**config.mk**
```make
export PLATFORM = sky130hd
export DESIGN_NAME = div_seq_ctrl_flat
export DESIGN_NICKNAME = d
export VERILOG_FILES = /design/src/rtl/div_seq_ctrl_pkg.sv /design/src/rtl/div_seq_ctrl_if.sv /design/src/rtl/div_seq_ctrl_div_step.sv /design/src/rtl/div_seq_ctrl.sv /design/src/flat_wrapper.sv
export SDC_FILE = /design/constraint.sdc
export NUM_CORES = 1
export LEC_CHECK = 0
export BUFFER_PORTS_ARGS = -buffer_cell sky130_fd_sc_hd__buf_2
export CAP_MARGIN = 0
export CORE_MARGIN = 3
export CORE_UTILIZATION = 59
export DETAILED_ROUTE_END_ITERATION = 12
export GPL_TIMING_DRIVEN = 1
export PLACE_DENSITY = 0.79
export SLEW_MARGIN = 20
export SYNTH_ARGS = -nofsm -noshare
export SYNTH_HDL_FRONTEND = slang
export SYNTH_SLANG_ARGS = --single-unit
```
**constraint.sdc**
```tcl
create_clock -name clk -period 4.25 [get_ports clk]
set_clock_uncertainty 0.2 [all_clocks]
set_input_delay 0.85 -clock clk [delete_from_list [all_inputs] [get_ports clk]]
set_output_delay 0.85 -clock clk [all_outputs]
set_load 0.05 [all_outputs]
```
**src/rtl/div_seq_ctrl_pkg.sv**
```systemverilog
`default_nettype none
// ============================================================================
// Module      : div_seq_ctrl_pkg
// Description : Shared types and constants for the sequential signed divider.
// Revision    : 1.0 - initial release
// ============================================================================
package div_seq_ctrl_pkg;

  localparam int          DATA_W    = 32;
  localparam int          DIV_ITERS = 32;
  localparam int          CNT_W     = 6;
  localparam logic [4:0]  FS_DIV    = 5'h1F;

  typedef enum logic [2:0] {
    IDLE = 3'd0,
    PREP = 3'd1,
    ITER = 3'd2,
    FIX  = 3'd3,
    DONE = 3'd4
  } state_t;

  // Two's-complement magnitude; 32'h80000000 wraps to itself and is read as unsigned.
  function automatic logic [DATA_W-1:0] abs_mag(input logic [DATA_W-1:0] x);
    return x[DATA_W-1] ? (-x) : x;
  endfunction

endpackage
`default_nettype wire

```
**src/rtl/div_seq_ctrl_if.sv**
```systemverilog
`default_nettype none
// ============================================================================
// Module      : div_seq_ctrl_if
// Description : Request/result bundle of the divider; dbz exists only when
//               DIV_ZERO_TRAP_EN is defined.
// Revision    : 1.0 - initial release
// ============================================================================
interface div_seq_ctrl_if;
  import div_seq_ctrl_pkg::*;

  logic              start;
  logic [4:0]        FS;
  logic [DATA_W-1:0] S;
  logic [DATA_W-1:0] T;
  logic              busy;
  logic              done;
  logic [DATA_W-1:0] Y_hi;
  logic [DATA_W-1:0] Y_lo;
  logic              N;
  logic              Z;
`ifdef DIV_ZERO_TRAP_EN
  logic              dbz;

  modport master (output start, FS, S, T,
                  input  busy, done, Y_hi, Y_lo, N, Z, dbz);
  modport slave  (input  start, FS, S, T,
                  output busy, done, Y_hi, Y_lo, N, Z, dbz);
`else
  modport master (output start, FS, S, T,
                  input  busy, done, Y_hi, Y_lo, N, Z);
  modport slave  (input  start, FS, S, T,
                  output busy, done, Y_hi, Y_lo, N, Z);
`endif

endinterface
`default_nettype wire

```
**src/rtl/div_seq_ctrl_div_step.sv**
```systemverilog
`default_nettype none
// ============================================================================
// Module      : div_step
// Description : One restoring shift/compare/subtract step on unsigned values.
// Revision    : 1.0 - initial release
// ============================================================================
module div_step
  import div_seq_ctrl_pkg::*;
(
  input  logic [DATA_W-1:0] rem_i,
  input  logic [DATA_W-1:0] quo_i,
  input  logic [DATA_W-1:0] divisor_i,
  output logic [DATA_W-1:0] rem_o,
  output logic [DATA_W-1:0] quo_o
);

  logic [DATA_W:0]   w_rem_sh;
  logic [DATA_W-1:0] w_diff;
  logic              w_ge;

  assign w_rem_sh = {rem_i, quo_i[DATA_W-1]};
  assign w_ge     = (w_rem_sh >= {1'b0, divisor_i});
  // When w_ge holds the true difference is below 2^DATA_W, so the wrap is exact.
  assign w_diff   = w_rem_sh[DATA_W-1:0] - divisor_i;

  assign rem_o = w_ge ? w_diff : w_rem_sh[DATA_W-1:0];
  assign quo_o = {quo_i[DATA_W-2:0], w_ge};

endmodule
`default_nettype wire

```
**src/rtl/div_seq_ctrl.sv**
```systemverilog
`default_nettype none
// ============================================================================
// Module      : div_seq_ctrl
// Description : Multi-cycle signed 32/32 divider (quotient LO, remainder HI).
//               Optional macro DIV_ZERO_TRAP_EN adds the dbz trap path.
// Revision    : 1.0 - initial release
// ============================================================================
module div_seq_ctrl
  import div_seq_ctrl_pkg::*;
(
  input  logic          clk,
  input  logic          reset,
  div_seq_ctrl_if.slave bus
);

  localparam logic [CNT_W-1:0] ITER_LAST = CNT_W'(DIV_ITERS - 1);

  state_t            state_q, state_d;
  logic [CNT_W-1:0]  cnt_q, cnt_d;
  logic [DATA_W-1:0] s_q, s_d, t_q, t_d;
  logic [DATA_W-1:0] dvsr_q, dvsr_d, rem_q, rem_d, quo_q, quo_d;
  logic              qneg_q, qneg_d, rneg_q, rneg_d;
  logic [DATA_W-1:0] yhi_q, yhi_d, ylo_q, ylo_d;
  logic              n_q, n_d, z_q, z_d;
  logic [DATA_W-1:0] w_rem_nx, w_quo_nx, w_quo_fix, w_rem_fix;
`ifdef DIV_ZERO_TRAP_EN
  logic              dbz_q, dbz_d;
`endif

  div_step u_step (
    .rem_i    (rem_q),
    .quo_i    (quo_q),
    .divisor_i(dvsr_q),
    .rem_o    (w_rem_nx),
    .quo_o    (w_quo_nx)
  );

  // A zero divisor yields an all-ones quotient whatever the dividend sign.
  assign w_quo_fix = (dvsr_q == '0) ? '1 : (qneg_q ? (-quo_q) : quo_q);
  assign w_rem_fix = rneg_q ? (-rem_q) : rem_q;

  always_comb begin
    state_d = state_q;
    cnt_d   = cnt_q;
    s_d     = s_q;
    t_d     = t_q;
    dvsr_d  = dvsr_q;
    rem_d   = rem_q;
    quo_d   = quo_q;
    qneg_d  = qneg_q;
    rneg_d  = rneg_q;
    yhi_d   = yhi_q;
    ylo_d   = ylo_q;
    n_d     = n_q;
    z_d     = z_q;
    case (state_q)
      IDLE: begin
        if (bus.start && (bus.FS == FS_DIV)) begin
          s_d     = bus.S;
          t_d     = bus.T;
          state_d = PREP;
        end
      end
      PREP: begin
        dvsr_d  = abs_mag(t_q);
        rem_d   = '0;
        quo_d   = abs_mag(s_q);
        rneg_d  = s_q[DATA_W-1];
        qneg_d  = s_q[DATA_W-1] ^ t_q[DATA_W-1];
        cnt_d   = '0;
        state_d = ITER;
`ifdef DIV_ZERO_TRAP_EN
        if (t_q == '0) state_d = DONE;
`endif
      end
      ITER: begin
        rem_d = w_rem_nx;
        quo_d = w_quo_nx;
        cnt_d = cnt_q + 1'b1;
        if (cnt_q == ITER_LAST) state_d = FIX;
      end
      FIX: begin
        ylo_d   = w_quo_fix;
        yhi_d   = w_rem_fix;
        n_d     = w_quo_fix[DATA_W-1];
        z_d     = (w_quo_fix == '0);
        state_d = DONE;
      end
      DONE:    state_d = IDLE;
      default: state_d = IDLE;
    endcase
  end

`ifdef DIV_ZERO_TRAP_EN
  // Only a trapped PREP leads straight to DONE, so dbz is clear on normal pulses.
  assign dbz_d = (state_q == PREP) && (t_q == '0);
`endif

  always_ff @(posedge clk) begin
    if (reset) begin
      state_q <= IDLE;
      cnt_q   <= '0;
      s_q     <= '0;
      t_q     <= '0;
      dvsr_q  <= '0;
      rem_q   <= '0;
      quo_q   <= '0;
      qneg_q  <= 1'b0;
      rneg_q  <= 1'b0;
      yhi_q   <= '0;
      ylo_q   <= '0;
      n_q     <= 1'b0;
      z_q     <= 1'b1;
`ifdef DIV_ZERO_TRAP_EN
      dbz_q   <= 1'b0;
`endif
    end else begin
      state_q <= state_d;
      cnt_q   <= cnt_d;
      s_q     <= s_d;
      t_q     <= t_d;
      dvsr_q  <= dvsr_d;
      rem_q   <= rem_d;
      quo_q   <= quo_d;
      qneg_q  <= qneg_d;
      rneg_q  <= rneg_d;
      yhi_q   <= yhi_d;
      ylo_q   <= ylo_d;
      n_q     <= n_d;
      z_q     <= z_d;
`ifdef DIV_ZERO_TRAP_EN
      dbz_q   <= dbz_d;
`endif
    end
  end

  assign bus.busy = (state_q == PREP) || (state_q == ITER) || (state_q == FIX);
  assign bus.done = (state_q == DONE);
  assign bus.Y_hi = yhi_q;
  assign bus.Y_lo = ylo_q;
  assign bus.N    = n_q;
  assign bus.Z    = z_q;
`ifdef DIV_ZERO_TRAP_EN
  assign bus.dbz  = dbz_q;
`endif

endmodule
`default_nettype wire

```
**src/flat_wrapper.sv**
```systemverilog
// flat-port wrapper written by rule: the top's interface ports become plain ports
module div_seq_ctrl_flat import div_seq_ctrl_pkg::*;
  (clk, reset, bus_start, bus_FS, bus_S, bus_T, bus_busy, bus_done, bus_Y_hi, bus_Y_lo, bus_N, bus_Z);
  div_seq_ctrl_if bus_i ();
  input  logic clk;
  input  logic reset;
  input wire logic [$bits(bus_i.start)-1:0] bus_start;
  input wire logic [$bits(bus_i.FS)-1:0] bus_FS;
  input wire logic [$bits(bus_i.S)-1:0] bus_S;
  input wire logic [$bits(bus_i.T)-1:0] bus_T;
  output wire logic [$bits(bus_i.busy)-1:0] bus_busy;
  output wire logic [$bits(bus_i.done)-1:0] bus_done;
  output wire logic [$bits(bus_i.Y_hi)-1:0] bus_Y_hi;
  output wire logic [$bits(bus_i.Y_lo)-1:0] bus_Y_lo;
  output wire logic [$bits(bus_i.N)-1:0] bus_N;
  output wire logic [$bits(bus_i.Z)-1:0] bus_Z;
  assign bus_i.start = bus_start;
  assign bus_i.FS = bus_FS;
  assign bus_i.S = bus_S;
  assign bus_i.T = bus_T;
  assign bus_busy = bus_i.busy;
  assign bus_done = bus_i.done;
  assign bus_Y_hi = bus_i.Y_hi;
  assign bus_Y_lo = bus_i.Y_lo;
  assign bus_N = bus_i.N;
  assign bus_Z = bus_i.Z;
  div_seq_ctrl u_core (.clk(clk), .reset(reset), .bus(bus_i));
endmodule
```
==> flow_summary.ini, run 1 <==
[critical_path]
r2r_cells = 11
criticalPathCategory = register to register
reg2reg_from = u_core.rem_q[8]$_SDFFE_PP0P_
critPathArrivalTime_ns = 3.71
crit_chain = ha_1, a21o_1, a21o_1, a31oi_1, a311oi_1, nor3_1, a21oi_1, o21ai_4, buf_12, mux2i_1, o21ai_0
cp_common_cell = a21o_1
r2r-end = u_core.rem_q[21]$_SDFFE_PP0P_
critical-path-max-stage-delay_ns = 0.48
startpoint_type = register
crit_path_end = u_core.rem_q[21]$_SDFFE_PP0P_
cp_top_family = compound AO/OA/AOI/OAI gates
path_buf_inv = 1
cp_num_cells = 11
required_ns = 4.40
reg2reg_setup_slack_ns = 0.69
crit_path_end_kind = register
cp_max_fo = 27
startpoint = u_core.rem_q[8]$_SDFFE_PP0P_
slowest_stage = dfxtp_1

[pwr]
switching_share_pct = 22.8
power.internal_w = 0.00354
peakVddDrop_v = 0.000288
p_leak_nw = 5.63
p_seq_share_pct = 48.7
p_per_area_mw_per_mm2 = 316
power_frac_clock_pct = 44.6
switchingPower_w = 0.00104
combinationalPowerShare_pct = 6.8

[route]
drt_iter0_markers = 1009
drcViolationCount = 0
wl_per_cell_um = 16.2
post_drt_via_cell_ratio = 5.92
num_vias = 11900
first_pass_iters = 5
routed_wl_um = 32300
postRouteAntennaNets = 0

[layout]
area_growth_pct = 11.7
nNetsFinal = 1822
drive_above_1_share_pct = 12.3
antenna_cells = 0
fill_cells = 1868
final_cell_area_sq_mm = 0.0145

[yosys]
synthCells = 1644
yosysWarnings = 0
synth_edf_count = 0
synth.distinct_cells = 67
syn-mean-instance-area_sq_um = 7.88
synth_seq_cells = 236
synth_area_sq_mm = 0.0130
yosysTopAreaCellShare_pct = 36.5
synth.area.top_cells = dfxtp_1 36%, nand2_1 7.8%, a21oi_1 5.4%, xor2_1 5.4%, a211oi_1 4.4%
synth_top_area_cell = dfxtp_1
synth.net_count = 1754
ys_seq_area_share_pct = 36.5
yosys_most_used_dff = dfxtp_1
synth-async-reset-ratio_pct = 0

[timing]
fin_crit_sh_pct = 83.8
final_hold_viol_count = 0
finalCriticalPeriod_ns = 3.56
maxSlewViolCount = 0
whs_ns = 0.252
relSlewSlack_pct = 28.0
final.setup.tns_ns = 0
fmax_mhz = 281
setup_viol = 0
finalWorstSetupSlack_ns = 0.689
tightest_slew_ns = 1.08
rsz0062_at_grt = no

[floorplan]
num_rows = 53
die_y_um = 154
dieArea_sq_mm = 0.0238
core_region_area_sq_mm = 0.0213
start_util_pct = 60.9
die_w_um = 154
pin_count = 140

[clock_tree]
insertion_delay_ns = 0.52
cts_tree = built
root_buffer = clkbuf_16
cts_max_path_buffers = 3
ctsResizeCount = 0
clock-sinks = 236
htree_levels = 1
clk_pin_slew_ns = 0.06
cts_buffers = 24
postCtsHoldBufs = 0
cts_setup_buffers = 0

[placement]
port_buffers = 139
hpwl_um = 23800
placed_area_sq_mm = 0.0137
gp_congestion = 0.935
place_worst_setup_slack_ns = 0.694

[grt]
grt.total_usage_pct = 26.2
grt_pass1_wl_um = 53500
grt_pass1_vias = 10700
overflow = 0
antenna_found_initial = 0
grt_max_degree = 95

[run_status]
status = completed

[job]
maxCapViolCount = 0

[min_path]
min_path_type = register to register
[synth_stat cells, types with 6 or more instances]
cell type	instances
nand3_1	27
a311oi_1	6
o21ai_1	7
o21ai_0	81
a211oi_1	76
ha_1	37
xor2_1	80
nand2_1	268
nor2b_1	7
a31oi_1	6
nor4_1	22
o21a_1	8
dfxtp_1	236
and3_1	7
nand4_1	16
nand3b_1	6
or4_1	12
a21oi_1	140
a21o_1	14
nor3_1	16
inv_1	50
mux2i_1	32
or3_1	13
nand2b_1	8
o41ai_1	22
a22oi_1	31
buf_1	8
o31ai_1	31
nor2_1	144
o22ai_1	14
clkbuf_1	94
xnor2_1	65
[flip-flops by register name, indices dropped and copies added (netlist names), 3 cells and up]
name             count
u_core.state_q       3
u_core.rem_q        32
u_core.s_q          32
u_core.t_q          32
u_core.cnt_q         6
u_core.bus.Y_lo     31
u_core.dvsr_q       32
u_core.quo_q        32
u_core.bus.Y_hi     32
[how the worst min path moves through the flow]
stage                                             endpoint  cells after the start  slack (ns)                             start
after floorplan                 u_core.s_q[1]$_SDFFE_PP0P_                      2        0.25        u_core.s_q[1]$_SDFFE_PP0P_
after global placement    u_core.bus.Y_hi[26]$_SDFFE_PP0P_                      2        0.24  u_core.bus.Y_hi[26]$_SDFFE_PP0P_
final                     u_core.bus.Y_hi[29]$_SDFFE_PP0P_                      2        0.25  u_core.bus.Y_hi[29]$_SDFFE_PP0P_
after global routing      u_core.bus.Y_hi[29]$_SDFFE_PP0P_                      2        0.27  u_core.bus.Y_hi[29]$_SDFFE_PP0P_
after detailed placement  u_core.bus.Y_hi[29]$_SDFFE_PP0P_                      2        0.24  u_core.bus.Y_hi[29]$_SDFFE_PP0P_
after CTS                 u_core.bus.Y_hi[29]$_SDFFE_PP0P_                      2        0.25  u_core.bus.Y_hi[29]$_SDFFE_PP0P_
[logic make-up after synthesis]
group           share of synthesized area [%]
compound gates                           23.0
mux                                      2.65
fa+ha+maj                                3.73
buf+inv                                  4.62
xor+xnor                                 9.80
simple gates                             19.7
flops                                    36.5
[cell usage in the layout (no fill, tap or decap), types with 13 or more instances in the layout]
cell	Yosys	final
nand2_1	268	268
nor3_1	16	15
mux2i_1	32	32
buf_2	4	138
a22oi_1	31	31
o21ai_0	81	81
xnor2_1	65	65
dfxtp_1	236	235
o41ai_1	22	22
inv_1	50	50
nand4_1	16	16
ha_1	37	37
nor2_1	144	143
xor2_1	80	80
nand3_1	27	27
o22ai_1	14	14
a211oi_1	76	76
or3_1	13	13
nor4_1	22	21
a21o_1	14	14
a21oi_1	140	140
clkbuf_16	0	25
o31ai_1	31	31
[area by class of cell]
cell class                 count  area (sq um)  share of cell area [%]
timing repair buffer         149           790                    5.45
tap                          275           344                    2.38
clock buffer                  32           692                    4.78
inverter                      50           188                    1.30
clock inverter                 8          67.6                   0.467
sequential                   236          4730                    32.6
multi-input combinational   1251          7670                    53.0
[worst reg2reg max path, stage by stage, from the launching register on]
cell	delay, ns
dfxtp_1	0.48
ha_1	0.36
a21o_1	0.24
a21o_1	0.18
a31oi_1	0.27
a311oi_1	0.22
nor3_1	0.33
a21oi_1	0.16
o21ai_4	0.40
buf_12	0.26
mux2i_1	0.23
o21ai_0	0.09
[routing by layer]
| layer | vias up | track usage, % | wire length (um) |
|---|---|---|---|
| met5 | - | 0 | 0 |
| li1 | 5990 | - | - |
| met3 | 31 | 2.35 | 2390 |
| met2 | 406 | 37.8 | 13200 |
| met4 | 0 | 4.67 | 461 |
| met1 | 5427 | 42.7 | 16300 |
[per-stage QoR]
| stage | cells | util, % | power (W) |
|---|---|---|---|
| global route | 2001 | 68.0 | 0.00473 |
| detailed placement | 1961 | 64.4 | 0.00258 |
| global placement | 1961 | 64.4 | 0.00258 |
| floorplan | 1644 | - | 0.00249 |
| finish | 2001 | 68.0 | 0.00458 |
| CTS | 2001 | 68.0 | 0.00460 |
[power by group through the flow]
stage | clock (W) | sequential [W] | combinational (W)
after floorplan | 0 | 0.00227 | 0.000216
after global placement | 0 | 0.00228 | 0.000302
after detailed placement | 0 | 0.00228 | 0.000304
after CTS | 0.00207 | 0.00223 | 0.000305
after global routing | 0.00216 | 0.00223 | 0.000338
final | 0.00204 | 0.00223 | 0.000309
(Power assumes the default switching activity.)
==> run 2, diff against run 1 <==
==> constraint.sdc (replaced) <==
create_clock -name clk -period 3.3 [get_ports clk]
set_clock_uncertainty 0.2 [all_clocks]
set_input_delay 0.66 -clock clk [delete_from_list [all_inputs] [get_ports clk]]
set_output_delay 0.66 -clock clk [all_outputs]
set_load 0.05 [all_outputs]
==> flow_summary.ini, run 2 (synthesis gave the netlist of run 1 again) <==
[route]
drt_iter0_markers = 895
wl_per_cell_um = 16.4
postRouteAntennaNets = 0
post_drt_via_cell_ratio = 5.91
num_vias = 12200
routed_wl_um = 33700
drcViolationCount = 0
first_pass_iters = 5

[layout]
final_cell_area_sq_mm = 0.0151
drive_above_1_share_pct = 15.3
layout_common_cells = 268 x nand2_1, 236 x dfxtp_1, 143 x nor2_1, 140 x a21oi_1, 138 x buf_2
final_common_cell = nand2_1
area_growth_pct = 16.2
fill_cells = 1774
nNetsFinal = 1873
post-route-util_pct = 70.7
antenna_cells = 0

[timing]
maxSlewViolCount = 0
rsz0062_at_grt = yes
fmax_mhz = 314
relSlewSlack_pct = 31.5
whs_ns = 0.152
tightest_slew_ns = 1.03
fin_crit_sh_pct = 96.5
setup_viol = 0
final_hold_viol_count = 0
finalCriticalPeriod_ns = 3.19

[min_path]
min_path_type = primary input to register

[pwr]
p_leak_nw = 5.96
peakVddDrop_v = 0.000344
p_per_area_mw_per_mm2 = 424

[floorplan]
pin_count = 140
die_w_um = 154
start_util_pct = 60.9
num_rows = 53
die_y_um = 154
core_region_area_sq_mm = 0.0213
dieArea_sq_mm = 0.0238

[clock_tree]
clock-sinks = 236
htree_levels = 1
postCtsHoldBufs = 0
cts_buffers = 26
clk_pin_slew_ns = 0.07
cts_tree = built
insertion_delay_ns = 0.53
root_buffer = clkbuf_16
cts_max_path_buffers = 3

[grt]
use_met3_pct = 4.56
grtUsageMet1_pct = 42.8
antenna_found_initial = 0
grt_pass1_wl_um = 54900
grt_max_degree = 149
overflow = 0
grt_pass1_vias = 10900
grtUsageMet2_pct = 39.0
top_usage_layer = met1
grt.total_usage_pct = 27.2

[critical_path]
critPathArrivalTime_ns = 3.37
critical-path-max-stage-delay_ns = 0.36
crit_chain = inv_1, ha_1, a21o_1, a21o_1, a31oi_1, a311oi_1, buf_4, nor3_1, a21oi_1, o21ai_4, buf_4, mux2i_1, o21ai_0
cp_top_family = compound AO/OA/AOI/OAI gates
path_buf_inv = 3
crit_path_end_kind = register
startpoint_type = register
criticalPathCategory = register to register
slowest_stage = dfxtp_1
required_ns = 3.49
cp_max_fo = 8

[placement]
gp_congestion = 0.941
placed_area_sq_mm = 0.0141
hpwl_um = 24600
port_buffers = 139

[run_status]
status = completed

[job]
maxCapViolCount = 0
==> run 2: changes by cell type in the layout (fill, tap and decap cells not counted), sizes merged <==
cell / previous run / this run
buf: 149 / 198
bufinv: 1 / 4
clkbuf: 32 / 30
inv: 50 / 52
clkinv: 6 / 7
clkinvlp: 1 / 4
==> run 2: worst reg2reg max path: cells and delay by family (launching register included) <==
| kind | cells | cell delay (ns) |
|---|---|---|
| mux | 1 | 0.21 |
| compound gates | 7 | 1.33 |
| simple gates | 1 | 0.22 |
| fa+ha+maj | 1 | 0.28 |
| buf+inv | 3 | 0.45 |
| flops | 1 | 0.36 |
==> run 2: repair_timing <==
action	4_1_cts	5_1_grt
endpoints found under the setup margin	0	30
setup buffers	0	1
resized for setup	0	6
==> run 2: power breakdown <==
part           internal (W)  leakage [nW]  switching (W)  total, W
combinational      0.000179          3.61       0.000253  0.000432
clock               0.00186         0.442        0.00122   0.00308
sequential          0.00286          1.90      0.0000124   0.00287
==> run 2: worst paths after layout <==
check / from / to / slack [ns] / depth (start not counted)
worst max-delay path: u_core.dvsr_q[9]$_SDFFE_PP0P_ / u_core.rem_q[19]$_SDFFE_PP0P_ / 0.11 / 13
worst min register to register: u_core.bus.Y_hi[19]$_SDFFE_PP0P_ / u_core.bus.Y_hi[19]$_SDFFE_PP0P_ / 0.25 / 2
worst max register to register: u_core.dvsr_q[9]$_SDFFE_PP0P_ / u_core.rem_q[19]$_SDFFE_PP0P_ / 0.11 / 13
worst min-delay path: reset / u_core.qneg_q$_SDFFE_PP0P_ / 0.15 / 2
==> run 2: area by class of cell <==
cell class / count / area (sq um) / share of cell area [%]
inverters: 50 / 188 / 1.25
repair buffers: 198 / 1190 / 7.88
clock inverters: 17 / 214 / 1.42
well taps: 275 / 344 / 2.29
clock buffers: 30 / 707 / 4.70
multi-input cells: 1251 / 7690 / 51.1
flip-flops and latches: 236 / 4720 / 31.4
==> run 2: per-stage QoR <==
| step | power, W | TNS, ns | std cells | worst slack, ns |
|---|---|---|---|---|
| 2_1_floorplan | 0.00321 | 0 | 1644 | 0.270 |
| 3_3_place_gp | 0.00335 | 0 | 2009 | 0.227 |
| 3_5_place_dp | 0.00335 | 0 | 2009 | 0.0620 |
| 4_1_cts | 0.00641 | 0 | 2056 | 0.0463 |
| 5_1_grt | 0.00656 | -0.102 | 2057 | -0.0539 |
| 6_report | 0.00638 | 0 | 2057 | 0.115 |
==> run 2: metal layers <==
| metal | routed length, um | vias up |
|---|---|---|
| li1 | - | 6111 |
| met1 | 16500 | 5579 |
| met2 | 13900 | 423 |
| met3 | 2690 | 48 |
| met4 | 642 | 0 |
| met5 | 0 | - |
==> run 3, diff against run 2 <==
--- a/config.mk
+++ b/config.mk
@@ -11,7 +11,7 @@
 export CORE_UTILIZATION = 59
 export DETAILED_ROUTE_END_ITERATION = 12
 export GPL_TIMING_DRIVEN = 1
-export PLACE_DENSITY = 0.79
+export PLACE_DENSITY_LB_ADDON = 0.12
 export SLEW_MARGIN = 20
 export SYNTH_ARGS = -nofsm -noshare
 export SYNTH_HDL_FRONTEND = slang
==> flow_summary.ini, run 3 (synthesis gave the netlist of run 1 again) <==
[min_path]
min_path_type = primary input to register

[clock_tree]
postCtsHoldBufs = 0
clock-sinks = 236
insertion_delay_ns = 0.53
cts_buffers = 25
cts_max_path_buffers = 3
clk_pin_slew_ns = 0.07
htree_levels = 1
cts_tree = built
root_buffer = clkbuf_16

[floorplan]
core_region_area_sq_mm = 0.0213
start_util_pct = 60.9
die_w_um = 154
pin_count = 140
die_y_um = 154
num_rows = 53
dieArea_sq_mm = 0.0238

[pwr]
combinationalPowerShare_pct = 6.5
power.total_w = 0.00654
p_seq_share_pct = 43.9
switching_share_pct = 22.1
power_frac_clock_pct = 49.6
power.internal_w = 0.00509
switchingPower_w = 0.00145
p_per_area_mw_per_mm2 = 433
p_leak_nw = 5.99
peakVddDrop_v = 0.000446

[timing]
relSlewSlack_pct = 31.1
setup_viol = 0
tightest_slew_ns = 1.03
rsz0062_at_grt = no
final_hold_viol_count = 0
maxSlewViolCount = 0
finalCriticalPeriod_ns = 3.09
fmax_mhz = 324
final.setup.tns_ns = 0
fin_crit_sh_pct = 93.5

[grt]
grt_max_degree = 151
antenna_found_initial = 0
grt_pass1_wl_um = 53900
grt_pass1_vias = 10700
grt.total_usage_pct = 26.8
overflow = 0

[layout]
nNetsFinal = 1871
multiInputGateArea_sq_mm = 0.00771
seqCellArea_sq_mm = 0.00472
antenna_cells = 0
final_common_cell = nand2_1
layout_common_cells = 268 x nand2_1, 236 x dfxtp_1, 141 x nor2_1, 140 x a21oi_1, 138 x buf_2
fill_cells = 1809
drive_above_1_share_pct = 15.4
post-route-util_pct = 70.9
area_growth_pct = 16.6

[placement]
gp_congestion = 0.927
port_buffers = 139
hpwl_um = 24200

[run_status]
status = completed

[critical_path]
criticalPathCategory = register to register
reg2reg_setup_slack_ns = 0.21
startpoint_type = register
critPathArrivalTime_ns = 3.28
cp_max_fo = 19
crit_path_end_kind = register
required_ns = 3.49

[job]
maxCapViolCount = 0

[route]
wl_per_cell_um = 16.1
first_pass_iters = 5
drcViolationCount = 0
routed_wl_um = 33100
postRouteAntennaNets = 0
post_drt_via_cell_ratio = 5.84
drt_iter0_markers = 994
num_vias = 12000
run 3: cell count changes in the layout (fill, tap and decap cells not counted), moves of 2 or more:
cell / previous run / this run
nor2_1: 143 / 141
nor2_2: 1 / 3
bufinv_16: 4 / 7
clkinvlp_4: 4 / 0
clkbuf_16: 27 / 25
clkbuf_8: 2 / 5
run 3: power by group through the flow:
stage / sequential (W) / combinational, W / clock (W)
finish: 0.00287 / 0.000423 / 0.00324
global route: 0.00287 / 0.000463 / 0.00340
CTS: 0.00287 / 0.000410 / 0.00328
detailed placement: 0.00293 / 0.000407 / 0
global placement: 0.00293 / 0.000402 / 0
floorplan: 0.00293 / 0.000278 / 0
run 3: final timing paths:
| path | startpoint | to | cells after the start |
|---|---|---|---|
| hold / removal | bus_T[13] | u_core.t_q[13]$_SDFFE_PP0P_ | 3 |
| setup reg to reg | u_core.dvsr_q[9]$_SDFFE_PP0P_ | u_core.rem_q[9]$_SDFFE_PP0P_ | 12 |
| hold reg to reg | u_core.bus.Y_hi[26]$_SDFFE_PP0P_ | u_core.bus.Y_hi[26]$_SDFFE_PP0P_ | 2 |
| setup / recovery | u_core.dvsr_q[9]$_SDFFE_PP0P_ | u_core.rem_q[9]$_SDFFE_PP0P_ | 12 |
run 3: area by class of cell:
cell class	instances	share of cell area, %
inverter	50	1.24
tap	275	2.28
clock buffer	31	4.62
multi-input combinational	1251	51.1
clock inverter	15	1.78
timing repair buffer	197	7.70
sequential	236	31.3
run 3: repair_timing:
action | CTS | global route
cloned | 0 | 0
setup endpoints to repair | 3 | 32
hold endpoints to repair | 0 | 0
gates resized for setup | 1 | 9
buffers inserted | 0 | 2
pin swaps | 0 | 2
run 3: through the flow:
stage	hold slack [ns]	worst slack [ns]	cell area (sq um)	cells
after floorplan	0.249	0.270	13000	1644
after global placement	0.237	0.136	14100	2007
after detailed placement	0.244	0.0259	14100	2007
after CTS	0.150	0.0380	15000	2053
after global routing	0.158	0.0159	15100	2055
final	0.164	0.215	15100	2055
run 3: critical path, cell delays in order (launching register included):
cell,delay [ns]
dfxtp_1,0.38
inv_1,0.07
ha_1,0.31
a21o_1,0.22
a21o_1,0.18
a31oi_1,0.26
a311oi_2,0.20
nor3_2,0.20
a21oi_1,0.13
o21ai_4,0.26
buf_12,0.22
mux2i_1,0.21
o21ai_0,0.08
run 3: routing by layer:
metal  vias up  wire length (um)  track usage, %  part of all wire, %
met5         -                 0               0                    0
met4         0               510            5.68                  1.5
met3        47              2320            3.22                  7.0
met2       380             13200            38.1                   40
met1      5472             17000            43.1                   51
li1       6094                 -               -                    -
